**config.mk**
```make
export PLATFORM = sky130hd
export DESIGN_NAME = pipe_ctrl
export DESIGN_NICKNAME = d
export VERILOG_FILES = /design/src/rtl/pipe_ctrl.sv
export SDC_FILE = /design/constraint.sdc
export NUM_CORES = 1
export LEC_CHECK = 0
export BUFFER_PORTS_ARGS = -buffer_cell sky130_fd_sc_hd__buf_2
export CAP_MARGIN = 10
export CELL_PAD_IN_SITES_DETAIL_PLACEMENT = 1
export CELL_PAD_IN_SITES_GLOBAL_PLACEMENT = 2
export CORE_MARGIN = 2
export CORE_UTILIZATION = 29
export DETAILED_ROUTE_END_ITERATION = 12
export PLACE_DENSITY_LB_ADDON = 0.05
export SLEW_MARGIN = 10
export SYNTH_ARGS = -nofsm -noshare
export SYNTH_HDL_FRONTEND = slang
export SYNTH_SLANG_ARGS = --single-unit
```
**constraint.sdc**
```tcl
create_clock -name clk -period 3 [get_ports clk]
set_clock_uncertainty 0.2 [all_clocks]
set_input_delay 0 -clock clk [delete_from_list [all_inputs] [get_ports clk]]
set_output_delay 0 -clock clk [all_outputs]
set_load 0.05 [all_outputs]
```
**src/rtl/pipe_ctrl.sv**
```systemverilog
// Pipeline control for the IF/ID/EX core: converts jump, EX hold, bus wait and
// load-use hazards into per-stage hold/flush controls, plus two perf counters.
module pipe_ctrl #(
  parameter int unsigned JUMP_FLUSH_CYCLES = 2
) (
  input  logic        clk,
  input  logic        rst_n,
  input  logic        jump_en_i,
  input  logic [31:0] jump_addr_i,
  input  logic        ex_hold_i,
  input  logic        bus_hold_i,
  input  logic        ex_is_load_i,
  input  logic [4:0]  ex_rd_addr_i,
  input  logic [4:0]  id_rs1_addr_i,
  input  logic [4:0]  id_rs2_addr_i,
  input  logic        id_rs1_ren_i,
  input  logic        id_rs2_ren_i,
  input  logic        clr_cnt_i,
  output logic        jump_en_o,
  output logic [31:0] jump_addr_o,
  output logic        hold_pc_o,
  output logic        hold_if_id_o,
  output logic        hold_id_ex_o,
  output logic        flush_if_id_o,
  output logic        flush_id_ex_o,
  output logic [31:0] stall_cnt_o,
  output logic [31:0] flush_cnt_o
);

  localparam int unsigned CNT_W = 32;
  localparam int unsigned FL_W  = 3;
  localparam logic [CNT_W-1:0] CNT_MAX = '1;

  typedef enum logic {RUN, FLUSH} state_t;

  state_t            state;
  logic [FL_W-1:0]   flush_left;
  logic [CNT_W-1:0]  stall_cnt_q;
  logic [CNT_W-1:0]  flush_cnt_q;
  logic              load_use;

  assign load_use = ex_is_load_i && (ex_rd_addr_i != 5'd0) &&
                    ((id_rs1_ren_i && (id_rs1_addr_i == ex_rd_addr_i)) ||
                     (id_rs2_ren_i && (id_rs2_addr_i == ex_rd_addr_i)));

  // Zero-latency hold/flush/redirect decode, highest priority first.
  always_comb begin
    jump_en_o     = 1'b0;
    jump_addr_o   = 32'd0;
    hold_pc_o     = 1'b0;
    hold_if_id_o  = 1'b0;
    hold_id_ex_o  = 1'b0;
    flush_if_id_o = 1'b0;
    flush_id_ex_o = 1'b0;
    if (!rst_n) begin
      jump_en_o = 1'b0;
    end else if (bus_hold_i) begin
      hold_pc_o    = 1'b1;
      hold_if_id_o = 1'b1;
      hold_id_ex_o = 1'b1;
    end else if (jump_en_i) begin
      jump_en_o     = 1'b1;
      jump_addr_o   = jump_addr_i;
      flush_if_id_o = 1'b1;
      flush_id_ex_o = 1'b1;
    end else if (state == FLUSH) begin
      // EX carries a bubble here, so EX hold and load-use are moot.
      flush_if_id_o = 1'b1;
    end else if (ex_hold_i) begin
      hold_pc_o    = 1'b1;
      hold_if_id_o = 1'b1;
      hold_id_ex_o = 1'b1;
    end else if (load_use) begin
      hold_pc_o     = 1'b1;
      hold_if_id_o  = 1'b1;
      flush_id_ex_o = 1'b1;
    end
  end

  // Post-redirect flush extension covering the ROM read latency.
  always_ff @(posedge clk) begin
    if (!rst_n) begin
      state      <= RUN;
      flush_left <= '0;
    end else if (bus_hold_i) begin
      state      <= state;
      flush_left <= flush_left;
    end else if (jump_en_i) begin
      if (JUMP_FLUSH_CYCLES > 1) begin
        state      <= FLUSH;
        flush_left <= FL_W'(JUMP_FLUSH_CYCLES - 1);
      end else begin
        state      <= RUN;
        flush_left <= '0;
      end
    end else if (state == FLUSH) begin
      flush_left <= flush_left - FL_W'(1);
      if (flush_left == FL_W'(1)) begin
        state <= RUN;
      end
    end
  end

  // Saturating performance counters; clear wins over a same-cycle event.
  always_ff @(posedge clk) begin
    if (!rst_n || clr_cnt_i) begin
      stall_cnt_q <= '0;
      flush_cnt_q <= '0;
    end else begin
      if (hold_pc_o && (stall_cnt_q != CNT_MAX)) begin
        stall_cnt_q <= stall_cnt_q + CNT_W'(1);
      end
      if (jump_en_o && (flush_cnt_q != CNT_MAX)) begin
        flush_cnt_q <= flush_cnt_q + CNT_W'(1);
      end
    end
  end

  assign stall_cnt_o = stall_cnt_q;
  assign flush_cnt_o = flush_cnt_q;

endmodule

```
# --- Yosys cells after proc, flatten, opt, wreduce, memory -nomap -nowiden ---
# Cells that the tools add are included.
word_totals:
  latchBits: 0
  mem_bits_ro: 0
  out_inout_bits: 102
  elab_cells: 56
  regBits: 68
  input_bits: 56
  mem_count: 0
  ram_bits: 0
op_classes:
  n_addsub: 3
  n_eq_ne: 5
  n_lt_le_gt_ge: 0
  n_mul: 0
  n_div: 0
  shifts: 0
  reduce_logical: 12
  mux: 31
  n_bitwise: 1
ops:
  columns: ["operator", "n"]
  rows:
  - ["32-bit 2-to-1 mux", 3]
  - ["32-bit by 1-bit adder with 32-bit output, second input constant", 2]
  - ["32-bit != test, second input constant", 2]
  - ["1-bit 2-to-1 mux", 26]
  - ["5-bit equality test", 2]
  - ["1-bit logical AND", 6]
  - ["3-bit 2-to-1 mux", 2]
  - ["5-bit nonzero test", 1]
  - ["3-bit by 1-bit equality test with 1-bit output, second input constant", 1]
  - ["3-bit by 1-bit subtractor with 3-bit output, second input constant", 1]
  - ["1-bit logical OR", 2]
  - ["2-bit AND reduction", 1]
  - ["2-bit nonzero test", 1]
  - ["1-bit logical NOT", 1]
  - ["1-bit NOT", 1]

# --- Longest topological paths before layout ---
# Gate-level depths: netlist (run 1).
logic_depth:
  word_depth: 11
  mapped_depth: 10

# --- Worst setup path before layout (run 1) ---
# Ideal clock, no wire load.
synth_timing:
  path_type: "register -> register"
  startpoint: "register stall_cnt_q[19], in the netlist stall_cnt_o[19]"
  endpoint: "register stall_cnt_q[31], in the netlist stall_cnt_o[31]"
  setup_ns: 0.070
  n_path_buf: 0
  slack_ns: 0.480
  t_arrival_ns: 2.250
  path_stages_with_launch: 7
  period_less_slack_ns: 2.520
  required_time_ns: 2.730
  cell_sequence: "dfxtp_1 nand3_2 nor3_4 nand4_4 or4_1 or3_1 a21oi_1"
synth_via:
  elab_chain_cells: 2
  elab_cells_between_ends: 3
  classes_between: "add/sub: 1; eq/ne: 1; reduce/logical: 1"
synth_lines:
  columns: ["item", "line", "rtl"]
  rows:
  - ["from (decl)", "38", "logic [CNT_W-1:0] stall_cnt_q;"]
  - ["from (signal assigned)", "111", "stall_cnt_q <= stall_cnt_q + CNT_W'(1);"]
  - ["parallel branches: the longest is 2 deep, another holds 32-bit by 1-bit adder with 32-bit output", null, null]
# Parallel ways; which one is timed is not known.
# A chain may end at the register's enable or synchronous reset.

# --- Worst setup path in the final report (run 1) ---
layout_timing:
  startpoint: "register stall_cnt_q[3], in the netlist stall_cnt_o[3]"
  endpoint: "register stall_cnt_q[30], in the netlist stall_cnt_o[30]"
# The elaborated chain is that of the path after synthesis.

==> flow_metrics.py, run 1 <==
metrics = {
    "clock_tree": {
        "cts_sinks": 68,
        "htree_levels": 3,
        "numCtsBuffers": 9,
        "cts_tree": "yes",
        "root_buffer": "clkbuf_16",
        "clk_pin_slew_ns": 0.06,
        "clk_latency_ns": 0.34,
        "cts.path.max_buffers": 2,
        "post_cts_resized": 0,
        "cts_setup_buffers": 0,
    },
    "logic_synthesis": {
        "async_flop_share": 0,
        "ys_types": 55,
        "netlist_area_um2": 3920,
        "synth_edf_count": 0,
        "ys_seq_area_frac": 0.347,
        "syn_nets": 538,
        "ys_warn_count": 0,
        "synth-seq-cells": 68,
        "synthCells": 478,
        "synth_ff_type": "dfxtp_1",
        "syn_area_per_cell_um2": 8.21,
    },
    "worst_setup_path": {
        "reg2reg_from": "stall_cnt_o[3]",
        "slowest_stage": "or4_1",
        "critical_path_class": "reg -> reg",
        "crit_required_ns": 3.06,
        "crit_chain": "and4_1 -> nand2_1 -> nor2_1 -> nand4_1 -> buf_4 -> or4_1 -> a21oi_1",
        "worstSetupStartpointType": "flop",
        "startpoint": "stall_cnt_o[3]",
        "r2r_end": "stall_cnt_o[30]",
        "timing.reg2reg.setup_slack_ns": 0.63,
        "cp_max_fo": 15,
        "arrival_ns": 2.43,
        "critPathCaptureType": "flop",
        "ff2ff_path_depth": 7,
        "slowest_delay_ns": 0.47,
        "crit_end": "stall_cnt_o[30]",
    },
    "detailed_routing": {
        "firstDrtPassIters": 4,
        "first_iter_violations": 161,
        "route.detailed.drc": 0,
        "wl_per_cell_um": 15.5,
        "routed-via-count": 4105,
        "antenna_left": 0,
        "routed_wl_mm": 12.6,
        "vias_per_cell": 5.04,
    },
    "timing": {
        "rsz0062_at_grt": "no",
        "hold_viol": 0,
        "max_freq_ghz": 0.422,
        "finalSetupViolCount": 0,
        "maxSlewHeadroom": 0.431,
        "finalCritPeriodShare": 0.790,
        "setup_ws_ns": 0.629,
        "slew_violations": 0,
        "fin_tns_setup_ns": 0,
        "post-route-min-period_ns": 2.37,
        "tightestPinTransition_ns": 0.851,
    },
    "final_layout": {
        "seqCellArea_um2": 1360,
        "diodes": 0,
        "final_cell_mix": "buf_2 (157), dfxtp_1 (68), nor2_1 (47)",
        "synthToLayoutAreaGrowth_pct": 32.2,
        "layoutNonFillerInstCount": 815,
        "layout.nets": 694,
        "multi_input_area_um2": 2380,
        "layout_commonest_cell": "buf_2",
        "design_area_um2": 5190,
        "n_fill_cell": 1671,
        "drive_above_1_share": 0.305,
    },
    "floorplanning": {
        "rows": 42,
        "coreArea_um2": 13200,
        "die-width_um": 120,
        "pin_count": 158,
        "initial_core_util": 0.296,
        "die_area_um2": 14500,
        "die_h_um": 120,
    },
    "flow_run": {
        "max_cap_viol_count": 0,
    },
    "placed_design": {
        "port_buffers": 157,
        "placed_cell_area_um2": 4830,
        "place_congestion": 0.736,
        "dp_slack_ns": 0.635,
        "hpwlAfterDp_mm": 9.45,
        "place_inst": 794,
    },
    "power_and_ir_drop": {
        "p_per_area_nw_per_um2": 426,
        "p_leak_uw": 0.00220,
        "ir_worst_vdd_v": 0.000217,
        "power_uw": 2210,
    },
    "grt": {
        "grt_max_degree": 39,
        "grt_pass1_vias": 4154,
        "grt_use_total": 0.179,
        "grt_pass1_wl_mm": 20.9,
        "grt_antenna_before_repair": 0,
        "grt_overflow": 0,
    },
    "run_status": {
        "outcome": "complete, no violations",
    },
    "worst_hold_path": {
        "worstHoldPathType": "in -> reg",
    },
}
## repair_timing
action | in CTS | in global routing
hold buffers | 5 | 0
endpoints found under the hold margin | 14 | 0
setup endpoints to repair | 0 | 0
## per-layer routing
layer | vias to the layer above | GRT usage | share of wire
met5 | - | 0 | 0
met4 | 0 | 0.0400 | 0.0096
met3 | 11 | 0.0382 | 0.035
met2 | 75 | 0.330 | 0.52
met1 | 1999 | 0.212 | 0.44
li1 | 2020 | - | -
## report_power, final
| part | internal, uW | leakage [uW] | total [uW] | switching (uW) |
|---|---|---|---|---|
| clock network | 686 | 0.000149 | 1090 | 401 |
| registers | 907 | 0.000548 | 911 | 4.26 |
| logic | 75.5 | 0.00150 | 214 | 138 |
| total | 1670 | 0.00220 | 2210 | 543 |
## layout make-up
class / instances / share of cell area
clock buffer: 12 / 0.0494
clock inverter: 4 / 0.00917
inverter: 9 / 0.00651
multi-input combinational: 377 / 0.459
sequential: 68 / 0.262
tap: 176 / 0.0425
timing repair buffer: 169 / 0.171
## Yosys cell counts, types with 13 or more instances
master,n,area share
a21oi_1,25,0.032
and2_1,38,0.061
clkbuf_1,14,0.013
dfxtp_1,68,0.35
nand2_1,39,0.037
nand3_1,31,0.040
nand4_1,14,0.022
nor2_1,47,0.045
or3_1,19,0.030
or4_1,13,0.025
xnor2_1,27,0.060
xor2_1,13,0.029
## per-stage QoR
stage | utilization | hold slack [ns]
4_1_cts | 0.392 | 0.00433
5_1_grt | 0.392 | 0.0900
2_1_floorplan | - | 0.0627
3_3_place_gp | 0.365 | 0.169
3_5_place_dp | 0.365 | 0.176
6_report | 0.392 | 0.00511
## critical path, delay by kind of cell, from the launching register on
| kind | cells | cell delay [ns] |
|---|---|---|
| buffers and inverters | 1 | 0.22 |
| AO/OA/AOI/OAI | 1 | 0.15 |
| flip-flops | 1 | 0.45 |
| AND/OR/NAND/NOR | 5 | 1.27 |
## worst min path at each step
| stage | from | endpoint | slack, ns | cells past startpoint |
|---|---|---|---|---|
| after floorplan | jump_en_i | flush_left[0] | 0.06 | 3 |
| after global placement | rst_n | flush_left[0] | 0.17 | 2 |
| after detailed placement | rst_n | flush_left[0] | 0.18 | 2 |
| after CTS | jump_en_i | flush_left[2] | 0.004 | 5 |
| after global routing | jump_en_i | flush_left[1] | 0.09 | 5 |
| final | jump_en_i | flush_left[2] | 0.005 | 5 |
## sequential cells by signal, summed over array words and instances (netlist names)
| register | count |
|---|---|
| flush_cnt_o | 32 |
| flush_left | 3 |
| stall_cnt_o | 32 |
| state | 1 |
## logic make-up after synthesis
| logic type | count (synthesis) | synth area share |
|---|---|---|
| compound gates | 71 | 0.115 |
| xor+xnor | 40 | 0.0893 |
| fa+ha+maj | 4 | 0.0128 |
| buf+inv | 33 | 0.0469 |
| flops | 68 | 0.347 |
| mux | 1 | 0.00255 |
| simple gates | 261 | 0.386 |
Power figures use the tool's default switching activity.
==> run 2, diff against run 1 <==
--- a/config.mk
+++ b/config.mk
@@ -10,7 +10,7 @@
 export CELL_PAD_IN_SITES_DETAIL_PLACEMENT = 1
 export CELL_PAD_IN_SITES_GLOBAL_PLACEMENT = 2
 export CORE_MARGIN = 2
-export CORE_UTILIZATION = 29
+export CORE_UTILIZATION = 27
 export DETAILED_ROUTE_END_ITERATION = 12
 export PLACE_DENSITY_LB_ADDON = 0.05
 export SLEW_MARGIN = 10
==> constraint.sdc (replaced) <==
create_clock -name clk -period 2.3 [get_ports clk]
set_clock_uncertainty 0.2 [all_clocks]
set_input_delay 0 -clock clk [delete_from_list [all_inputs] [get_ports clk]]
set_output_delay 0 -clock clk [all_outputs]
set_load 0.05 [all_outputs]
==> flow_metrics.py, run 2 (synthesized netlist as in run 1, its figures left out) <==
metrics = {
    "timing": {
        "finalSetupViolCount": 0,
        "tightestPinTransition_ns": 0.417,
        "slew_violations": 0,
        "post-route-min-period_ns": 2.18,
        "finalCritPeriodShare": 0.947,
        "maxSlewHeadroom": 0.721,
        "max_freq_ghz": 0.459,
        "hold_viol": 0,
    },
    "final_layout": {
        "synthToLayoutAreaGrowth_pct": 39.3,
        "diodes": 0,
        "layout.nets": 720,
        "n_fill_cell": 1784,
        "final_cell_mix": "buf_2 (157), nor2_1 (46), nand2_1 (39)",
        "design_area_um2": 5460,
        "layout_commonest_cell": "buf_2",
        "drive_above_1_share": 0.396,
    },
    "detailed_routing": {
        "wl_per_cell_um": 15.4,
        "routed_wl_mm": 13.1,
        "dr_wl_met2_mm": 7.07,
        "vias_per_cell": 4.86,
        "firstDrtPassIters": 4,
        "m1WireLength_mm": 5.46,
        "antenna_left": 0,
        "wl_met3_um": 452,
        "top_layer": "met4",
        "first_iter_violations": 142,
        "route.detailed.drc": 0,
        "routed-via-count": 4121,
    },
    "floorplanning": {
        "die_h_um": 125,
        "pin_count": 158,
        "coreArea_um2": 14400,
        "initial_core_util": 0.273,
        "rows": 44,
        "die-width_um": 125,
        "die_area_um2": 15500,
    },
    "worst_setup_path": {
        "critical_path_class": "in -> reg",
        "reg2reg_from": "stall_cnt_o[0]",
        "slowest_stage": "dlygate4sd3_1",
        "worstSetupStartpointType": "input port",
        "critPathCaptureType": "flop",
        "crit_buf_inv": 3,
        "crit_required_ns": 2.37,
        "cp_max_fo": 7,
        "crit_family": "simple AND/OR/NAND/NOR gates",
        "crit_chain": "dlygate4sd3_1 -> buf_2 -> nor2_1 -> a31o_4 -> nand4_1 -> buf_4 -> or4_1 -> a21oi_1",
        "arrival_ns": 2.25,
        "startpoint": "jump_en_i",
        "slowest_delay_ns": 0.54,
    },
    "clock_tree": {
        "htree_levels": 3,
        "clk_pin_slew_ns": 0.05,
        "cts.path.max_buffers": 2,
        "cts_tree": "yes",
        "root_buffer": "clkbuf_16",
        "cts_sinks": 68,
        "numCtsBuffers": 9,
        "clk_latency_ns": 0.34,
    },
    "grt": {
        "grt_max_degree": 37,
        "grt_pass1_vias": 4210,
        "grt_antenna_before_repair": 0,
        "grt_use_total": 0.172,
        "grt_pass1_wl_mm": 21.7,
        "grt_overflow": 0,
    },
    "worst_hold_path": {
        "worstHoldPathType": "in -> reg",
        "hp-start": "id_rs1_ren_i",
    },
    "power_and_ir_drop": {
        "power_uw": 2840,
        "p_per_area_nw_per_um2": 519,
        "ir_worst_vdd_v": 0.000323,
        "p_leak_uw": 0.00235,
    },
    "placed_design": {
        "place_congestion": 0.739,
        "placed_cell_area_um2": 5090,
        "hpwlAfterDp_mm": 10.1,
        "port_buffers": 157,
    },
    "flow_run": {
        "max_cap_viol_count": 0,
    },
    "run_status": {
        "outcome": "complete, no violations",
    },
}
-- run 2: changes by cell type in the layout (fill, tap and decap cells not counted), sizes merged --
cell,previous run,this run
clkinv,2,1
buf,164,190
bufinv,1,0
clkbuf,12,14
clkinvlp,1,0
-- run 2: repair_timing --
item / in CTS / in global routing
gates resized for setup: 0 / 8
setup buffers: 0 / 1
endpoints found under the hold margin: 17 / 0
hold buffers: 5 / 0
endpoints found under the setup margin: 0 / 9
-- run 2: path summary, 6_finish.rpt --
path	cells past startpoint	to	slack (ns)
worst min-delay path	6	stall_cnt_o[24]	0.15
worst max register to register	7	stall_cnt_o[30]	0.13
worst min register to register	2	flush_cnt_o[1]	0.28
worst max-delay path	8	stall_cnt_o[30]	0.12
-- run 2: power breakdown --
part / switching, uW / internal (uW)
sequential: 4.79 / 1180
combinational: 185 / 108
clock: 516 / 840
-- run 2: tightest hold or removal path, delay by kind of cell --
kind,cells,cell delay [ns]
AO/OA/AOI/OAI,2,0.20
buffers and inverters,1,0.10
AND/OR/NAND/NOR,3,0.34
-- run 2: per-layer routing --
layer,track usage,up-vias
li1,-,2058
met3,0.0460,8
met4,0.0476,0
met2,0.318,50
met5,0,-
met1,0.192,2005
-- run 2: per-stage QoR --
| step | utilization | TNS, ns | setup slack [ns] | hold slack [ns] | instances |
|---|---|---|---|---|---|
| floorplan | - | -0.0482 | -0.0482 | 0.0627 | 478 |
| global placement | 0.354 | 0 | 0.0366 | 0.210 | 827 |
| detailed placement | 0.354 | 0 | 0.0298 | 0.213 | 827 |
| CTS | 0.378 | 0 | 0.0255 | 0.213 | 847 |
| global route | 0.380 | -0.0418 | -0.0239 | 0.219 | 848 |
| finish | 0.380 | 0 | 0.121 | 0.151 | 848 |
-- run 2: area by class of cell --
type,count,area [um^2],area share
clock buffer,14,284,0.0520
clock inverter,1,5.00,0.000916
inverter,9,33.8,0.00618
multi-input combinational,377,2400,0.440
sequential,68,1410,0.257
tap,184,230,0.0421
timing repair buffer,195,1100,0.201
==> run 3, diff against run 2 <==
--- a/config.mk
+++ b/config.mk
@@ -12,8 +12,7 @@
 export CORE_MARGIN = 2
 export CORE_UTILIZATION = 27
 export DETAILED_ROUTE_END_ITERATION = 12
-export PLACE_DENSITY_LB_ADDON = 0.05
-export SLEW_MARGIN = 10
+export PLACE_DENSITY_LB_ADDON = 0.1
 export SYNTH_ARGS = -nofsm -noshare
 export SYNTH_HDL_FRONTEND = slang
 export SYNTH_SLANG_ARGS = --single-unit
==> flow_metrics.py, run 3 (synthesized netlist as in run 1, its figures left out) <==
metrics = {
    "run_status": {
        "outcome": "complete, no violations",
    },
    "worst_setup_path": {
        "reg2reg_from": "stall_cnt_o[16]",
        "worstSetupStartpointType": "flop",
        "critPathCaptureType": "flop",
        "timing.reg2reg.setup_slack_ns": 0.15,
        "critical_path_class": "reg -> reg",
        "crit_end": "stall_cnt_o[31]",
        "cp_max_fo": 6,
        "arrival_ns": 2.21,
        "ff2ff_path_depth": 6,
        "r2r_end": "stall_cnt_o[31]",
        "startpoint": "stall_cnt_o[16]",
        "crit_required_ns": 2.37,
    },
    "placed_design": {
        "port_buffers": 157,
        "place_congestion": 0.743,
        "hpwlAfterDp_mm": 10.1,
        "placed_cell_area_um2": 5120,
        "dp_slack_ns": 0.148,
    },
    "grt": {
        "grt_use_total": 0.172,
        "grt_pass1_vias": 4399,
        "grt_max_degree": 37,
        "grt_pass1_wl_mm": 22.1,
        "grt_antenna_before_repair": 0,
        "grt_overflow": 0,
    },
    "floorplanning": {
        "initial_core_util": 0.273,
        "die_h_um": 125,
        "rows": 44,
        "coreArea_um2": 14400,
        "die_area_um2": 15500,
        "die-width_um": 125,
        "pin_count": 158,
    },
    "timing": {
        "max_freq_ghz": 0.466,
        "slew_violations": 0,
        "tightestPinTransition_ns": 0.405,
        "fin_tns_setup_ns": 0,
        "finalCritPeriodShare": 0.933,
        "rsz0062_at_grt": "no",
        "hold_viol": 0,
        "setup_ws_ns": 0.154,
        "maxSlewHeadroom": 0.729,
        "post-route-min-period_ns": 2.15,
        "finalSetupViolCount": 0,
    },
    "detailed_routing": {
        "routed_wl_mm": 13.1,
        "route.detailed.drc": 0,
        "first_iter_violations": 103,
        "firstDrtPassIters": 4,
        "antenna_left": 0,
        "routed-via-count": 4177,
        "wl_per_cell_um": 15.3,
        "vias_per_cell": 4.90,
    },
    "power_and_ir_drop": {
        "ir_worst_vdd_v": 0.000338,
        "p_per_area_nw_per_um2": 517,
        "p_leak_uw": 0.00237,
        "power_uw": 2830,
    },
    "final_layout": {
        "layout.nets": 726,
        "diodes": 0,
        "synthToLayoutAreaGrowth_pct": 39.7,
        "design_area_um2": 5480,
        "fin_util": 0.381,
        "final_cell_mix": "buf_2 (157), nor2_1 (47), nand2_1 (39)",
        "n_fill_cell": 1776,
        "layout_commonest_cell": "buf_2",
        "drive_above_1_share": 0.392,
    },
    "clock_tree": {
        "cts.path.max_buffers": 2,
        "clk_latency_ns": 0.34,
        "cts_tree": "yes",
        "clk_pin_slew_ns": 0.05,
        "htree_levels": 3,
        "numCtsBuffers": 9,
        "root_buffer": "clkbuf_16",
        "cts_sinks": 68,
    },
    "worst_hold_path": {
        "holdPathStages": 3,
        "worstHoldPathType": "in -> out",
    },
    "flow_run": {
        "max_cap_viol_count": 0,
    },
}
## run 3: cell count changes in the layout (fill, tap and decap cells not counted), sizes merged
cell | before | now
bufinv | 0 | 1
clkbuf | 14 | 11
clkinv | 1 | 2
dlygate4sd3 | 5 | 6
buf | 190 | 195
## run 3: worst min-delay path by stage
stage,from,endpoint,slack (ns)
floorplan,jump_en_i,flush_left[0],0.06
global placement,jump_addr_i[2],jump_addr_o[2],0.21
detailed placement,jump_addr_i[6],jump_addr_o[6],0.21
CTS,jump_addr_i[6],jump_addr_o[6],0.21
global route,jump_addr_i[11],jump_addr_o[11],0.22
finish,jump_addr_i[6],jump_addr_o[6],0.21
## run 3: final cells by class
| cell class | instances | area, um^2 | area share |
|---|---|---|---|
| sequential | 68 | 1410 | 0.256 |
| inverter | 9 | 33.8 | 0.00616 |
| clock inverter | 3 | 40.0 | 0.00731 |
| timing repair buffer | 201 | 1140 | 0.209 |
| clock buffer | 11 | 233 | 0.0425 |
| tap | 184 | 230 | 0.0420 |
| multi-input combinational | 377 | 2390 | 0.437 |
## run 3: repair_timing
| item | in CTS | in global routing |
|---|---|---|
| hold buffers | 6 | 0 |
| setup buffers | 0 | 2 |
| resized for setup | 0 | 3 |
| endpoints found under the setup margin | 0 | 7 |
| hold endpoints to repair | 20 | 0 |
## run 3: through the flow
step           hold WS [ns]  std cells
3_3_place_gp          0.211        831
5_1_grt               0.220        853
2_1_floorplan        0.0627        478
4_1_cts               0.213        851
3_5_place_dp          0.213        831
6_report              0.209        853
## run 3: worst max-delay path, cell delays in order, from the launching register on
cell     delay, ns
dfxtp_2       0.36
nand4_2       0.16
nor3_4        0.28
nand4_4       0.12
or4_1         0.48
or3_1         0.33
a21oi_1       0.14
## run 3: power by group
| group | internal (uW) | switching [uW] | total [uW] |
|---|---|---|---|
| logic | 109 | 185 | 294 |
| clock network | 825 | 527 | 1350 |
| registers | 1180 | 5.38 | 1190 |
| total | 2120 | 717 | 2830 |
## run 3: per-layer routing
layer	wire length [um]	track usage
met1	5650	0.203
met3	409	0.0361
met4	125	0.0476
met2	6890	0.312
met5	0	0
